### src/rtl/demux4_stream.sv
// 1-to-4 stream demultiplexer with valid/ready handshake and broadcast mode.
// Each channel owns a one-entry holding register so one stall blocks only its own traffic.
module demux4_stream #(
    parameter int WIDTH = 4,
    parameter int CNT_W = 8
) (
    input  logic             clk,
    input  logic             reset,
    input  logic [WIDTH-1:0] in_data,
    input  logic [1:0]       in_sel,
    input  logic             in_bcast,
    input  logic             in_valid,
    output logic             in_ready,
    output logic [WIDTH-1:0] out_data0,
    output logic [WIDTH-1:0] out_data1,
    output logic [WIDTH-1:0] out_data2,
    output logic [WIDTH-1:0] out_data3,
    output logic [3:0]       out_valid,
    input  logic [3:0]       out_ready,
    output logic [CNT_W-1:0] accept_count
);

    logic [WIDTH-1:0] data_q [4];
    logic [WIDTH-1:0] data_d [4];
    logic [3:0]       valid_q;
    logic [3:0]       valid_d;
    logic [CNT_W-1:0] cnt_q;
    logic [CNT_W-1:0] cnt_d;

    logic [3:0] slot_free;
    logic [3:0] sel_oh;
    logic [3:0] tgt;
    logic [3:0] load;
    logic       accept;

    always_comb begin
        slot_free = ~valid_q | out_ready;

        sel_oh = 4'b0000;
        unique case (in_sel)
            2'd0: sel_oh = 4'b0001;
            2'd1: sel_oh = 4'b0010;
            2'd2: sel_oh = 4'b0100;
            2'd3: sel_oh = 4'b1000;
            default: sel_oh = 4'b0000;
        endcase

        // A broadcast is all-or-nothing: every slot must be free at once.
        tgt      = in_bcast ? 4'b1111 : sel_oh;
        in_ready = in_bcast ? (&slot_free) : slot_free[in_sel];
        accept   = in_valid & in_ready;
        load     = accept ? tgt : 4'b0000;

        // A load wins over a same-cycle drain, keeping the slot valid.
        valid_d = load | (valid_q & ~out_ready);

        for (int i = 0; i < 4; i++) begin
            data_d[i] = load[i] ? in_data : data_q[i];
        end

        cnt_d = cnt_q + CNT_W'(accept);
    end

    always_ff @(posedge clk) begin
        if (reset) begin
            valid_q <= 4'b0000;
            cnt_q   <= '0;
            for (int i = 0; i < 4; i++) begin
                data_q[i] <= '0;
            end
        end else begin
            valid_q <= valid_d;
            cnt_q   <= cnt_d;
            for (int i = 0; i < 4; i++) begin
                data_q[i] <= data_d[i];
            end
        end
    end

    assign out_data0    = data_q[0];
    assign out_data1    = data_q[1];
    assign out_data2    = data_q[2];
    assign out_data3    = data_q[3];
    assign out_valid    = valid_q;
    assign accept_count = cnt_q;

endmodule

### config.mk
export PLATFORM = sky130hd
export DESIGN_NAME = demux4_stream
export DESIGN_NICKNAME = d
export VERILOG_FILES = /design/src/rtl/demux4_stream.sv
export SDC_FILE = /design/constraint.sdc
export NUM_CORES = 1
export LEC_CHECK = 0
export CORE_UTILIZATION = 44
export DETAILED_ROUTE_END_ITERATION = 12
export PLACE_DENSITY = 0.87
export SYNTH_ARGS = -nofsm -noshare
export SYNTH_HDL_FRONTEND = slang
export SYNTH_SLANG_ARGS = --single-unit
### constraint.sdc
create_clock -name clk -period 2.1 [get_ports clk]
set_input_delay 0.42 -clock clk [delete_from_list [all_inputs] [get_ports clk]]
set_output_delay 0.42 -clock clk [all_outputs]
set_load 0.03 [all_outputs]
## Yosys cells after proc, flatten, opt, wreduce, memory -nomap -nowiden

Memories as Yosys holds them, arrays and structs flattened.
Cells that the tools add are included.
Widths: inputs -> output; s select.

| storage, ports and cells | value |
|---|---|
| word-level logic and storage cells | 37 |
| bits of input ports | 14 |
| register bits after elaboration | 12 |
| bits in writable memories | 16 |
| output and inout bits | 29 |
| memories kept | 1 |

| cells by class | value |
|---|---|
| bitwise operators | 10 |
| add/subtract/negate cells | 1 |
| reductions and logical operators | 2 |
| eq/ne operators | 3 |
| muxes and demuxes | 17 |
| order comparisons | 1 |

Memory list:

| name | words | width | read ports | clocked after Yosys merged registers in | write ports | RTL line | RTL |
|---|---|---|---|---|---|---|---|
| data_q | 4 | 4 | 4 | 0 | 4 | 23 | `logic [WIDTH-1:0] data_q [4];` |

Operators by type and width:

| kind | count |
|---|---|
| $mux 4 | 10 |
| $pmux 4 s4 | 1 |
| $add 8x1->8 | 1 |
| $not 4->4 | 2 |
| $or 4x4->4 | 2 |
| $mux 1 | 5 |
| $and 4x4->4 | 1 |
| $eq 2x2->1 const B | 2 |
| $or 1x1->1 | 4 |
| $reduce_and 4->1 | 1 |
| $lt 2x3->1 const B | 1 |
| $bmux 1 s2 | 1 |
| $eq 2x1->1 const B | 1 |
| $logic_not 2->1 | 1 |
| $and 1x1->1 | 1 |

## Logic depth before layout (Yosys ltp)

Gate-level depths: netlist of the first run.

| logic depth | value |
|---|---|
| depth in word-level cells | 9 |
| gate-level depth with buffers | 10 |
| mapped depth without buffers | 10 |

## Worst setup path before layout of the first run

OpenSTA, ideal clock, no wires.

| timing path | value |
|---|---|
| path kind | reg2reg |
| start | register valid_q[0], in the netlist out_valid[0] |
| end | register cnt_q[5], in the netlist accept_count[5] |
| arrival | 2166 ps |
| path slack | -193 ps |
| setup time | 128 ps |
| stages on the path, launching flop included | 11 |
| required time | 1972 ps |
| buffers on the path | 0 |
| period minus slack after synthesis | 2293 ps |
| cells stage by stage | dfxtp_1 > and2b_1 > a22oi_2 > nand3_2 > nor2_1 > and2_1 > ha_1 > and3_1 > nand3_1 > xor2_1 > nor2_1 |

| between the ends | value |
|---|---|
| word-level cells in the longest chain between the ends | 7 |
| elaborated cells between the ends (all ways) | 8 |
| those cells by class | add/sub: 1; mux: 3; bitwise: 3; reduce/logical: 1 |

Ends and longest elaborated chain:

| element | RTL line | RTL |
|---|---|---|
| from (decl) | 25 | `logic [3:0] valid_q;` |
| from (signal assigned) | 72 | `valid_q <= valid_d;` |
| $not 4->4 (*) | 37 | `slot_free = ~valid_q \| out_ready;` |
| $or 4x4->4 (*) | 37 |  |
| $bmux 1 s2 | 50 | `in_ready = in_bcast ? (&slot_free) : slot_free[in_sel];` |
| $mux 1 (not written as such) | 50 |  |
| $mux 1 (*) | 50 |  |
| net in_ready | 13 | `output logic in_ready,` |
| $and 1x1->1 (*) | 51 | `accept = in_valid & in_ready;` |
| $add 8x1->8 (*) | 61 | `cnt_d = cnt_q + CNT_W'(accept);` |
| to (signal assigned) | 73 | `cnt_q <= cnt_d;` |
| to (decl) | 27 | `logic [CNT_W-1:0] cnt_q;` |

The timed path passes the listed nets; every way through them passes the cells marked *. The select of a mux whose other input is x is not followed.
A chain may end at the register's enable or synchronous reset.

## Worst setup path in the final report of the first run

| timing path | value |
|---|---|
| start | input port out_ready[2] |
| end | output port in_ready |

| between the ends | value |
|---|---|
| word-level cells in the longest chain between the ends | 4 |
| elaborated cells between the ends (all ways) | 5 |
| those cells by class | mux: 3; bitwise: 1; reduce/logical: 1 |

Ends and longest elaborated chain:

| element | RTL line | RTL |
|---|---|---|
| from (decl) | 19 | `input logic [3:0] out_ready,` |
| $or 4x4->4 (*) | 37 |  |
| $bmux 1 s2 | 50 |  |
| $mux 1 (not written as such) | 50 |  |
| $mux 1 (*) | 50 |  |
| to (decl) | 13 |  |

Mark *: on every way between the ends. The rest lies on a longest branch, timed or not. The select of a mux whose other input is x is not followed.

==> impl_results.md, run 1 <==
- Layout net count: between 150 and 200
- Ranking of synthesized cells by area: dfxtp_1, mux2i_1, nand2b_1
- Post-synth cell types: 26
- H-tree depth: 1
- Sequential-to-total area share from yosys stat: a little under half
- Clk sink count: 28
- Top FF cell, synth: dfxtp_1
- Final Hold Vio Count: 0
- Drt first-iter violations: 14
- Top cell type's share of synthesized area: 46.4%
- CTS Buf Count: 3
- Worst-skew pair later-pin latency: approximately 0.33 ns
- Final cell count without fillers: 201
- WHS Endpoint: data_q[0][11]
- Routability cong.: 0.775
- Worst Hold Class: reg -> reg
- Reg2reg start: out_valid[0]
- Residual DRC: 0
- Largest area contributor in the netlist: dfxtp_1
- Highest Clock Rate: a little under 500 MHz
- Fill cells: 210
- Drt pass-1 iters: 4
- Placed Instances: 196
- Top cell by count, worst path: buf_6
- Least-Margin Pin Slew: about 0.65 ns
- Max-slew headroom: a little under three fifths
- Worst path cell trace: clkdlybuf4s50_1 > nor2b_2 > a22oi_2 > nand3_2 > nor2_4 > buf_6 > buf_6
- HPWL Detailed: 2010 um
- Initial antenna violation count: 0
- Starting Density: 47.4%
- Required @ worst endpoint: 1.68 ns
- Max-cap violation count: 0
- Worst Path Max Fanout: 3
- VDD IR-drop max: 456 uV
- Cell Area, Synth: between 0.001 and 0.0015 mm2
- Die area: 0.00296 mm2
- Slowest-stage cell, CP: clkdlybuf4s50_1
- Slew Limit Fails: 0
- Post-synth ARST share: 0%
- DR WL/cell: 13.1 um
- Vias per cell: ~5
- Hold Crit Depth: 2
- Root buffer cell: clkbuf_4
- Vias in the first global route: approximately 940
- Share of layout cells above drive strength 1: approximately 17%
- Grt total ovfl: 0
- Worst hold start: data_q[0][11]
- R2r setup slk: 0.20 ns
- Worst Setup Start Kind: input pin
- Total number of vias: 1000
- Area Growth Syn to Fin: 47.7%
- Synth Register Bits: 28
- CP Class: in -> out
- CP peak stage delay: 0.49 ns
- Worst r2r path cells: 10
- Die Y: between 50 and 60 um
- Max Buffers Root-to-Sink: 2
- CTS Hold Bufs: 0
- RR Endpoint: accept_count[6]
- Count of boundary I/O pins: 43
- Core ar.: about 0.0025 mm2
- Setup TNS: 0 ns
- Die X: 54.4 um
- CTS clk-pin slew, worst paths: 0.14 ns
- CP Capture Type: primary output
- CTS tree: done
- N_diodes: 0
- Outcome: finished clean
- EDFF count, synth: 0
- Yosys warnings: 0
- Syn_nets: roughly 140
- Util after Layout: approximately 70%
- LEAKAGE: ~0.75 nW
- Buf/Inv on CP: 3
- Most common cell in the netlist: dfxtp_1
- Clock Skew: roughly 0.0027 ns
- ANT nets after route: 0
- First-pass GRT wire length: between 3000 and 4000 um
- Crit share post-route: 96.9%
- Top delay family on crit path: buffers and inverters
- Period minus WS final: 2.04 ns
- Critical Path AT: between 1.5 and 2 ns
- Row cnt: 18
- Post-synth top cells: dfxtp_1, nand2b_1, mux2i_1, nor2_1, nor2b_1
- I/O Buffers: 42
- Maximum number of pins on one net before global-route repair: 29
- Total Routing Usage GR: between 10% and 20%
- Power per cell area: 637 mW/mm2
- Total wire length: between 2000 and 3000 um
- Final setup fails: 0
- Syn avg cell area: 10.1 um2
- Post-Syn Instances: around 120
cells by family after synthesis:
logic type / share of synthesized area, %
XOR/XNOR: 4.35
AO/OA/AOI/OAI: 7.36
multiplexers: 13.3
adder cells (fa/ha/maj): 2.07
buffers and inverters: 2.18
AND/OR/NAND/NOR: 24.4
flip-flops: 46.4
area by class of cell:
type / instances / area (um2) / share of cell area [%]
Multi-Input combinational cell: 86 / 644 / 36.1
Clock buffer: 4 / 36.3 / 2.04
Timing Repair Buffer: 53 / 504 / 28.3
Tap cell: 30 / 37.5 / 2.11
Sequential cell: 28 / 561 / 31.4
routing by layer:
metal / part of all wire [%] / global-route usage (%) / up-vias
li1: - / - / 507
met1: 45 / 22.3 / 464
met2: 50 / 32.1 / 27
met3: 3.9 / 3.06 / 2
met4: 1.0 / 10.3 / 0
met5: 0 / 0 / -
per-stage QoR:
stage	power (mW)	setup WS [ns]	cell area [um2]	hold WS [ns]
floorplan	0.755	0.0661	1210	0.564
global placement	0.874	-0.296	1720	0.463
detailed placement	0.881	-0.361	1720	0.470
CTS	1.14	0.0213	1760	0.492
global route	1.19	-0.00191	1780	0.498
finish	1.14	0.0647	1780	0.489
cells in the final DEF, fill, tap and decap left out, drive strengths merged, types with 2 or more instances in the layout:
master,Yosys,routed
ha,2,2
clkbuf,4,4
nor2,12,12
nand3,5,5
o21ai,3,3
dlygate4sd2,0,3
a21oi,4,4
xor2,4,4
nor2b,6,6
and3,2,2
buf,1,12
nand2b,19,19
clkdlybuf4s50,0,38
xnor2,2,2
dfxtp,28,28
mux2i,16,16
and2,2,2
worst max path at each step:
stage                       from  depth (start not counted)  slack [ns]              end
floorplan           out_valid[0]                         10        0.07  accept_count[5]
detailed placement  out_ready[0]                         11       -0.36  accept_count[6]
CTS                 out_ready[2]                         11        0.02  accept_count[6]
global route        out_ready[2]                         11      -0.002  accept_count[5]
finish              out_ready[2]                          7        0.06         in_ready
global placement    out_ready[0]                         11       -0.30  accept_count[7]
worst min-delay path, cell delays in order (launching register included):
cell	delay [ns]
dfxtp_1	0.34
nand2b_1	0.06
mux2i_1	0.05
power by group:
group | switching, mW | leakage, nW | internal, mW
clock network | 0.155 | 0.0210 | 0.106
registers | 0.0190 | 0.229 | 0.563
logic | 0.148 | 0.496 | 0.144
total | 0.322 | 0.746 | 0.813
flip-flops by register name, indices dropped and copies added, names as in the netlist:
name	cells
data_q	16
out_valid	4
accept_count	8
what timing repair did:
action,in CTS,in global routing
buffers inserted,0,1
pin swaps,3,2
gates resized for setup,6,4
endpoints found under the setup margin,2,5
Power figures use the tool's default switching activity.
==> run 2, diff against run 1 <==
- GPL_ROUTABILITY_DRIVEN: not set -> 0
==> results of run 2 <==
The final DEF is identical to that of run 1; final timing and power are the same.
==> run 3, diff against run 2 <==
- ABC_CLOCK_PERIOD_IN_PS: not set -> 2100
==> results of run 3 <==
The final DEF is identical to that of run 1; final timing and power are the same.
